### config.mk
export PLATFORM = sky130hd
export DESIGN_NAME = slave_fifo_bridge
export DESIGN_NICKNAME = d
export VERILOG_FILES = /design/src/rtl/slave_fifo_bridge_pkg.sv /design/src/rtl/slave_fifo_bridge.sv
export SDC_FILE = /design/constraint.sdc
export NUM_CORES = 1
export LEC_CHECK = 0
export CAP_MARGIN = 10
export CORE_UTILIZATION = 35
export CTS_CLUSTER_DIAMETER = 40
export DETAILED_ROUTE_END_ITERATION = 10
export DONT_BUFFER_PORTS = 1
export HOLD_SLACK_MARGIN = 0.05
export SLEW_MARGIN = 15
export SYNTH_ARGS = -nofsm -noshare
export SYNTH_HDL_FRONTEND = slang
export SYNTH_SLANG_ARGS = --single-unit
export TNS_END_PERCENT = 1
### constraint.sdc
create_clock -name clock -period 1.8 [get_ports clock]
set_clock_uncertainty 0.05 [all_clocks]
set_input_delay 0.36 -clock clock [delete_from_list [all_inputs] [get_ports clock]]
set_output_delay 0.36 -clock clock [all_outputs]
set_load 0.05 [all_outputs]
### src/rtl/slave_fifo_bridge_pkg.sv
// slave_fifo_bridge_pkg: port addresses, STATUS/CTRL bit indices and FSM encoding for the slave FIFO bridge
package slave_fifo_bridge_pkg;
  localparam logic [7:0] DATA_PORT_DEF   = 8'h00;
  localparam logic [7:0] STATUS_PORT_DEF = 8'h01;
  localparam logic [7:0] CTRL_PORT_DEF   = 8'h02;
  localparam int ST_HEAD_VALID = 0;
  localparam int ST_EMPTY      = 1;
  localparam int ST_FULL       = 2;
  localparam int ST_THRESH     = 3;
  localparam int ST_UNF        = 4;
  localparam int ST_OVF        = 5;
  localparam int CTRL_IRQ_EN = 0;
  localparam int CTRL_CLR    = 1;
  localparam int CTRL_FLUSH  = 2;
  typedef enum logic [1:0] {IDLE = 2'd0, FETCH = 2'd1, HOLD = 2'd2} state_e;
endpackage

### src/rtl/slave_fifo_bridge.sv
// slave_fifo_bridge: prefetches the FIFO head and maps DATA/STATUS/CTRL onto KCPSM6 slave ports
module slave_fifo_bridge
  import slave_fifo_bridge_pkg::*;
#(
  parameter logic [7:0] DATA_PORT   = DATA_PORT_DEF,
  parameter logic [7:0] STATUS_PORT = STATUS_PORT_DEF,
  parameter logic [7:0] CTRL_PORT   = CTRL_PORT_DEF
) (
  input  logic       clock,
  input  logic       reset,
  input  logic [7:0] port_id,
  input  logic       read_strobe,
  input  logic       write_strobe,
  input  logic [7:0] out_port,
  output logic [7:0] in_port,
  output logic       interrupt,
  input  logic       interrupt_ack,
  output logic       fifo_rd,
  input  logic [7:0] fifo_dout,
  input  logic       fifo_empty,
  input  logic       fifo_full,
  input  logic       fifo_threshold,
  input  logic       fifo_overflow
);
  state_e     state_q;
  logic [7:0] head_q;
  logic       head_valid_q;
  logic       irq_en_q;
  logic       unf_q;
  logic       ovf_q;
  logic       irq_q;
  logic [7:0] in_port_q;
  logic [7:0] in_port_d;
  logic [7:0] status;
  logic       pop;
  logic       ctrl_wr;
  logic       flush;
  logic       clr;
  logic       enter_hold;
  // Port decode, pop request and the next in_port byte
  always_comb begin
    pop        = read_strobe && port_id == DATA_PORT;
    ctrl_wr    = write_strobe && port_id == CTRL_PORT;
    flush      = ctrl_wr && out_port[CTRL_FLUSH];
    clr        = ctrl_wr && out_port[CTRL_CLR];
    enter_hold = state_q == FETCH && !flush;
    fifo_rd    = !reset && !flush && !fifo_empty && (state_q == IDLE || (state_q == HOLD && pop));
    status     = {2'b00, ovf_q, unf_q, fifo_threshold, fifo_full, fifo_empty, head_valid_q};
    in_port_d  = port_id == DATA_PORT   ? (head_valid_q ? head_q : 8'h00) :
                 port_id == STATUS_PORT ? status : 8'h00;
  end
  // in_port is re-registered every cycle from the current port_id
  always_ff @(posedge clock) begin
    in_port_q <= reset ? 8'h00 : in_port_d;
  end
  // Prefetch FSM: at most one outstanding pop; a flush abandons any in-flight byte
  always_ff @(posedge clock) begin
    if (reset) begin
      state_q      <= IDLE;
      head_q       <= 8'h00;
      head_valid_q <= 1'b0;
    end else if (flush) begin
      state_q      <= IDLE;
      head_valid_q <= 1'b0;
    end else begin
      case (state_q)
        IDLE:    state_q <= fifo_empty ? IDLE : FETCH;
        FETCH: begin
          head_q       <= fifo_dout;
          head_valid_q <= 1'b1;
          state_q      <= HOLD;
        end
        HOLD: if (pop) begin
          head_valid_q <= 1'b0;
          state_q      <= fifo_empty ? IDLE : FETCH;
        end
        default: state_q <= IDLE;
      endcase
    end
  end
  // Interrupt and sticky flags: a set always beats a same-cycle clear or ack
  always_ff @(posedge clock) begin
    if (reset) begin
      irq_en_q <= 1'b1;
      irq_q    <= 1'b0;
      unf_q    <= 1'b0;
      ovf_q    <= 1'b0;
    end else begin
      if (ctrl_wr) irq_en_q <= out_port[CTRL_IRQ_EN];
      irq_q <= (enter_hold && irq_en_q) || (irq_q && !interrupt_ack);
      unf_q <= (pop && !head_valid_q) || (unf_q && !clr);
      ovf_q <= fifo_overflow || (ovf_q && !clr);
    end
  end
  assign in_port   = in_port_q;
  assign interrupt = irq_q;
endmodule

After elaboration in Yosys (flattened, before gate mapping) --
Cells that the tools add are included. W data, S select, Z words.
Storage, ports and cells: word-level logic and storage cells 52, output and inout bits 10, input bits 33, register bits after elaboration 23
Cells by class: reductions and logical operators 30, equality and inequality tests 5, mux-type cells 8, bitwise gates (word level) 1
Operator list (count):
- $mux W8 | 2
- $logic_and A1 B1 Y1 | 14
- $eq A8 B1 Y1 const B | 1
- $eq A8 B2 Y1 const B | 1
- $logic_not A8 Y1 | 1
- $logic_not A1 Y1 | 6
- $mux W6 | 1
- $pmux W2 S3 | 1
- $logic_or A1 B1 Y1 | 4
- $reduce_and A2 Y1 | 2
- $eq A2 B1 Y1 const B | 1
- $eq A2 B2 Y1 const B | 1
- $logic_not A2 Y1 | 1
- $mux W1 | 2
- $mux W2 | 1
- $ne A2 B2 Y1 const B | 1
- $pmux W1 S2 | 1
- $reduce_bool A2 Y1 | 1
- $reduce_or A2 Y1 | 1
- $not A1 Y1 | 1

Depth between registers and ports, before layout --
depth in word-level cells 7, mapped depth 5

Worst setup path before layout --
No wires, ideal clock.
path type input port to output port, start point input port_id[7], end point output fifo_rd, stages 3, path buffers 0, data required time 1390 ps, path slack -1330 ps, arrival 2720 ps, cells stage by stage nor4_4 nand4b_1 a2111oi_1
On the way: cells in the longest elaborated chain, start to end 7, elaborated cells between the ends (all ways) 11, those cells by class eq/ne: 1; reduce/logical: 10
Ends and longest elaborated chain:
- start: declaration | RTL line slave_fifo_bridge.sv:11 | input logic [7:0] port_id,
- $eq A8 B2 Y1 | RTL line slave_fifo_bridge.sv:43 | ctrl_wr = write_strobe && port_id == CTRL_PORT;
- $logic_and A1 B1 Y1 | RTL line slave_fifo_bridge.sv:43
- $logic_and A1 B1 Y1 | RTL line slave_fifo_bridge.sv:44 | flush = ctrl_wr && out_port[CTRL_FLUSH];
- $logic_not A1 Y1 | RTL line slave_fifo_bridge.sv:47 | fifo_rd = !reset && !flush && !fifo_empty && (state_q == IDLE || (state_q == HOLD && pop));
- $logic_and A1 B1 Y1 (2 in series) | RTL line slave_fifo_bridge.sv:47
- $logic_and A1 B1 Y1 * | RTL line slave_fifo_bridge.sv:47
- end: declaration | RTL line slave_fifo_bridge.sv:18 | output logic fifo_rd,
Mark *: on every way between the ends. The rest lies on a longest branch, timed or not.

Worst setup path after layout --
start point input port_id[6], end point output fifo_rd
Same word-level chain as after synthesis.

==> out/qor.yml <==
fin_cells: 124
h-tree-depth: 1
cp.arrival_ns: 1.48
slew_headroom_pct: 52.47
cts_root_buf: "clkbuf_4"
power.leakage_nw: 0.3709
crit_type: "input pin to output port"
synth_top_area_share_pct: 51.18
die_width_microns: 52.70
design.core.area_sq_um: 2455
rows: 18
dpl.cell_count: 117
crit_chain: "nor4_4, buf_4, and4_4, a21o_1, a2111oi_4, buf_12"
cpMaxStageDelayCell: "a2111oi_4"
firstDrtPassIters: 4
timing.final.ws_setup_ns: -0.08769
ys_dominant_reg_cell: "dfxtp_1"
cpPeakStageDelay_ns: 0.39
cts_tree: "yes"
grt_pass1_vias: 614
n_antenna_cell: 0
outcome: "complete, but fails checks"
gr-usage-all-layers_pct: 14.51
synth_fp_nets: 121
io_buffers: 0
route.detailed.drc: 0
worst_slew_pin_slew_ns: 0.7129
cts.sinks: 23
synth_cells: 88
synth_top_area_cell: "dfxtp_1"
grt-ovfl-total: 0
post-route-min-period_ns: 1.888
wire_per_inst_microns: 14.90
synth_edf_count: 0
setup_viol: 1
nFillCells: 254
final_max_slew_viol_count: 0
clock_path_buffers: 2
start_util_pct: 36.65
fmax_mhz: 529.7
ios: 43
grt_pass1_wl_microns: 2870
seq_area_frac_synth_pct: 51.18
nets: 128
route.vias.total: 664
power_density_nw_per_um2: 826.4
fin_crit_sh_pct: 104.9
endpoint_kind: "output port"
cts_buffers: 3
die_area_sq_um: 2777
hold_class: "input pin to register"
vdd_drop_max_v: 0.0005675
avgViaCountPerCell: 5.355
grt_max_degree: 22
die_h_microns: 52.70
cp-start-kind: "input pin"
drive_gt1_share_pct: 15.96
ant_nets: 0
gp_congestion: 0.7485
post-route-util_pct: 41.85
rsz0062_at_grt: "yes"
crit_required_ns: 1.39
drt_wl_total_microns: 1847
violations: "negative setup slack"
synth_cell_types: 26
ys_ff_latch: 23
clkTransAtPathRegs_ns: 0.11
clk_latency_ns: 0.30
hpwl_microns: 1266
syn_area_sq_um: 899.6
hold_viol_final: 0
ys_top_cells_by_area: "dfxtp_1 (51%), mux2i_1 (10%), nand2_1 (7.9%), a22o_1 (5.8%), nor4_4 (2.4%)"
hold_ws_ns: 0.1150
cap_viol_max_count: 0
synth_area_per_cell_sq_um: 10.22
first_iter_violations: 7
async_flop_share_pct: 0
syn_to_final_growth_pct: 14.19
critPathMaxFanout: 3
yosys_warnings: 0
antenna_found_initial: 0
-- power by group --
part           switching (mW)  internal (mW)  total, mW  leakage (nW)
combinational          0.0364         0.0351     0.0715         0.169
sequential             0.0200          0.527      0.547         0.187
clock                   0.144         0.0864      0.230        0.0150
total                   0.200          0.649      0.849         0.371
-- routing by layer --
metal	part of all wire [%]	track usage, %	up-vias	wire length [microns]
met5	0	0	-	0
met4	0	2.632	0	0
met3	7.3	6.957	0	135
met2	49	23.84	22	912
met1	43	17.13	316	800
li1	-	-	326	-
-- final timing paths --
path         slack [ns]         to  depth (start not counted)       start
max               -0.09    fifo_rd                          6  port_id[6]
min                0.11      unf_q                          1       reset
max reg2reg        0.29  head_q[7]                          3  state_q[0]
min reg2reg        0.41      ovf_q                          2       ovf_q
-- cell usage in the layout (no fill, tap or decap), types with 2 or more instances in the layout --
master,count
a22o_1,6
and2_1,3
and4_1,2
buf_4,5
clkbuf_4,3
dfxtp_1,23
mux2i_1,9
nand2_1,19
nor2_1,3
-- cell families (layout without fill, tap and decap cells) --
logic type / count (synthesis) / count (layout) / share of synthesized area [%]
flops: 23 / 23 / 51.18
buf+inv: 6 / 12 / 3.337
mux: 9 / 9 / 10.01
simple gates: 34 / 34 / 20.72
compound gates: 16 / 16 / 14.74
-- layout make-up --
class | instances | area [sq um] | area share, %
multi-input cells | 59 | 431.7 | 42.02
repair buffers | 7 | 67.56 | 6.577
flip-flops and latches | 23 | 460.4 | 44.82
inverters | 1 | 3.754 | 0.3654
well taps | 30 | 37.54 | 3.654
clock buffers | 4 | 26.28 | 2.558
-- state kept, by name, indices dropped and copies added (netlist names) --
| name | flops |
|---|---|
| in_port | 8 |
| head_valid_q | 1 |
| head_q | 8 |
| irq_en_q | 1 |
| ovf_q | 1 |
| interrupt | 1 |
| unf_q | 1 |
| state_q | 2 |
-- per-stage QoR --
step                power [mW]  setup WS, ns   TNS, ns  instance area (sq um)
floorplan               0.6109       -0.2737   -0.2737                  917.1
global placement        0.6238      -0.05687  -0.05687                  970.9
detailed placement      0.6274      -0.06946  -0.06946                  970.9
CTS                     0.8650      -0.08735  -0.08735                   1010
global route            0.8977       -0.1061   -0.1061                   1027
finish                  0.8489      -0.08769  -0.08769                   1027
-- worst max-delay path, delay by kind of cell --
kind / cells / cell delay (ns)
compound gates: 2 / 0.60
buf+inv: 2 / 0.31
simple gates: 2 / 0.19
-- cell usage after synthesis, types with 2 or more instances --
| master | n |
|---|---|
| a2111oi_1 | 2 |
| a22o_1 | 6 |
| and2_1 | 3 |
| and4_1 | 2 |
| clkbuf_1 | 4 |
| dfxtp_1 | 23 |
| mux2i_1 | 9 |
| nand2_1 | 19 |
| nor2_1 | 3 |
-- timing repair --
action	4_1_cts	5_1_grt
hold endpoints to repair	0	1
gates resized for setup	1	0
buffers inserted	1	1
endpoints found under the setup margin	1	1
pin swaps	3	2
hold buffers	0	1
(Power assumes the default switching activity.)
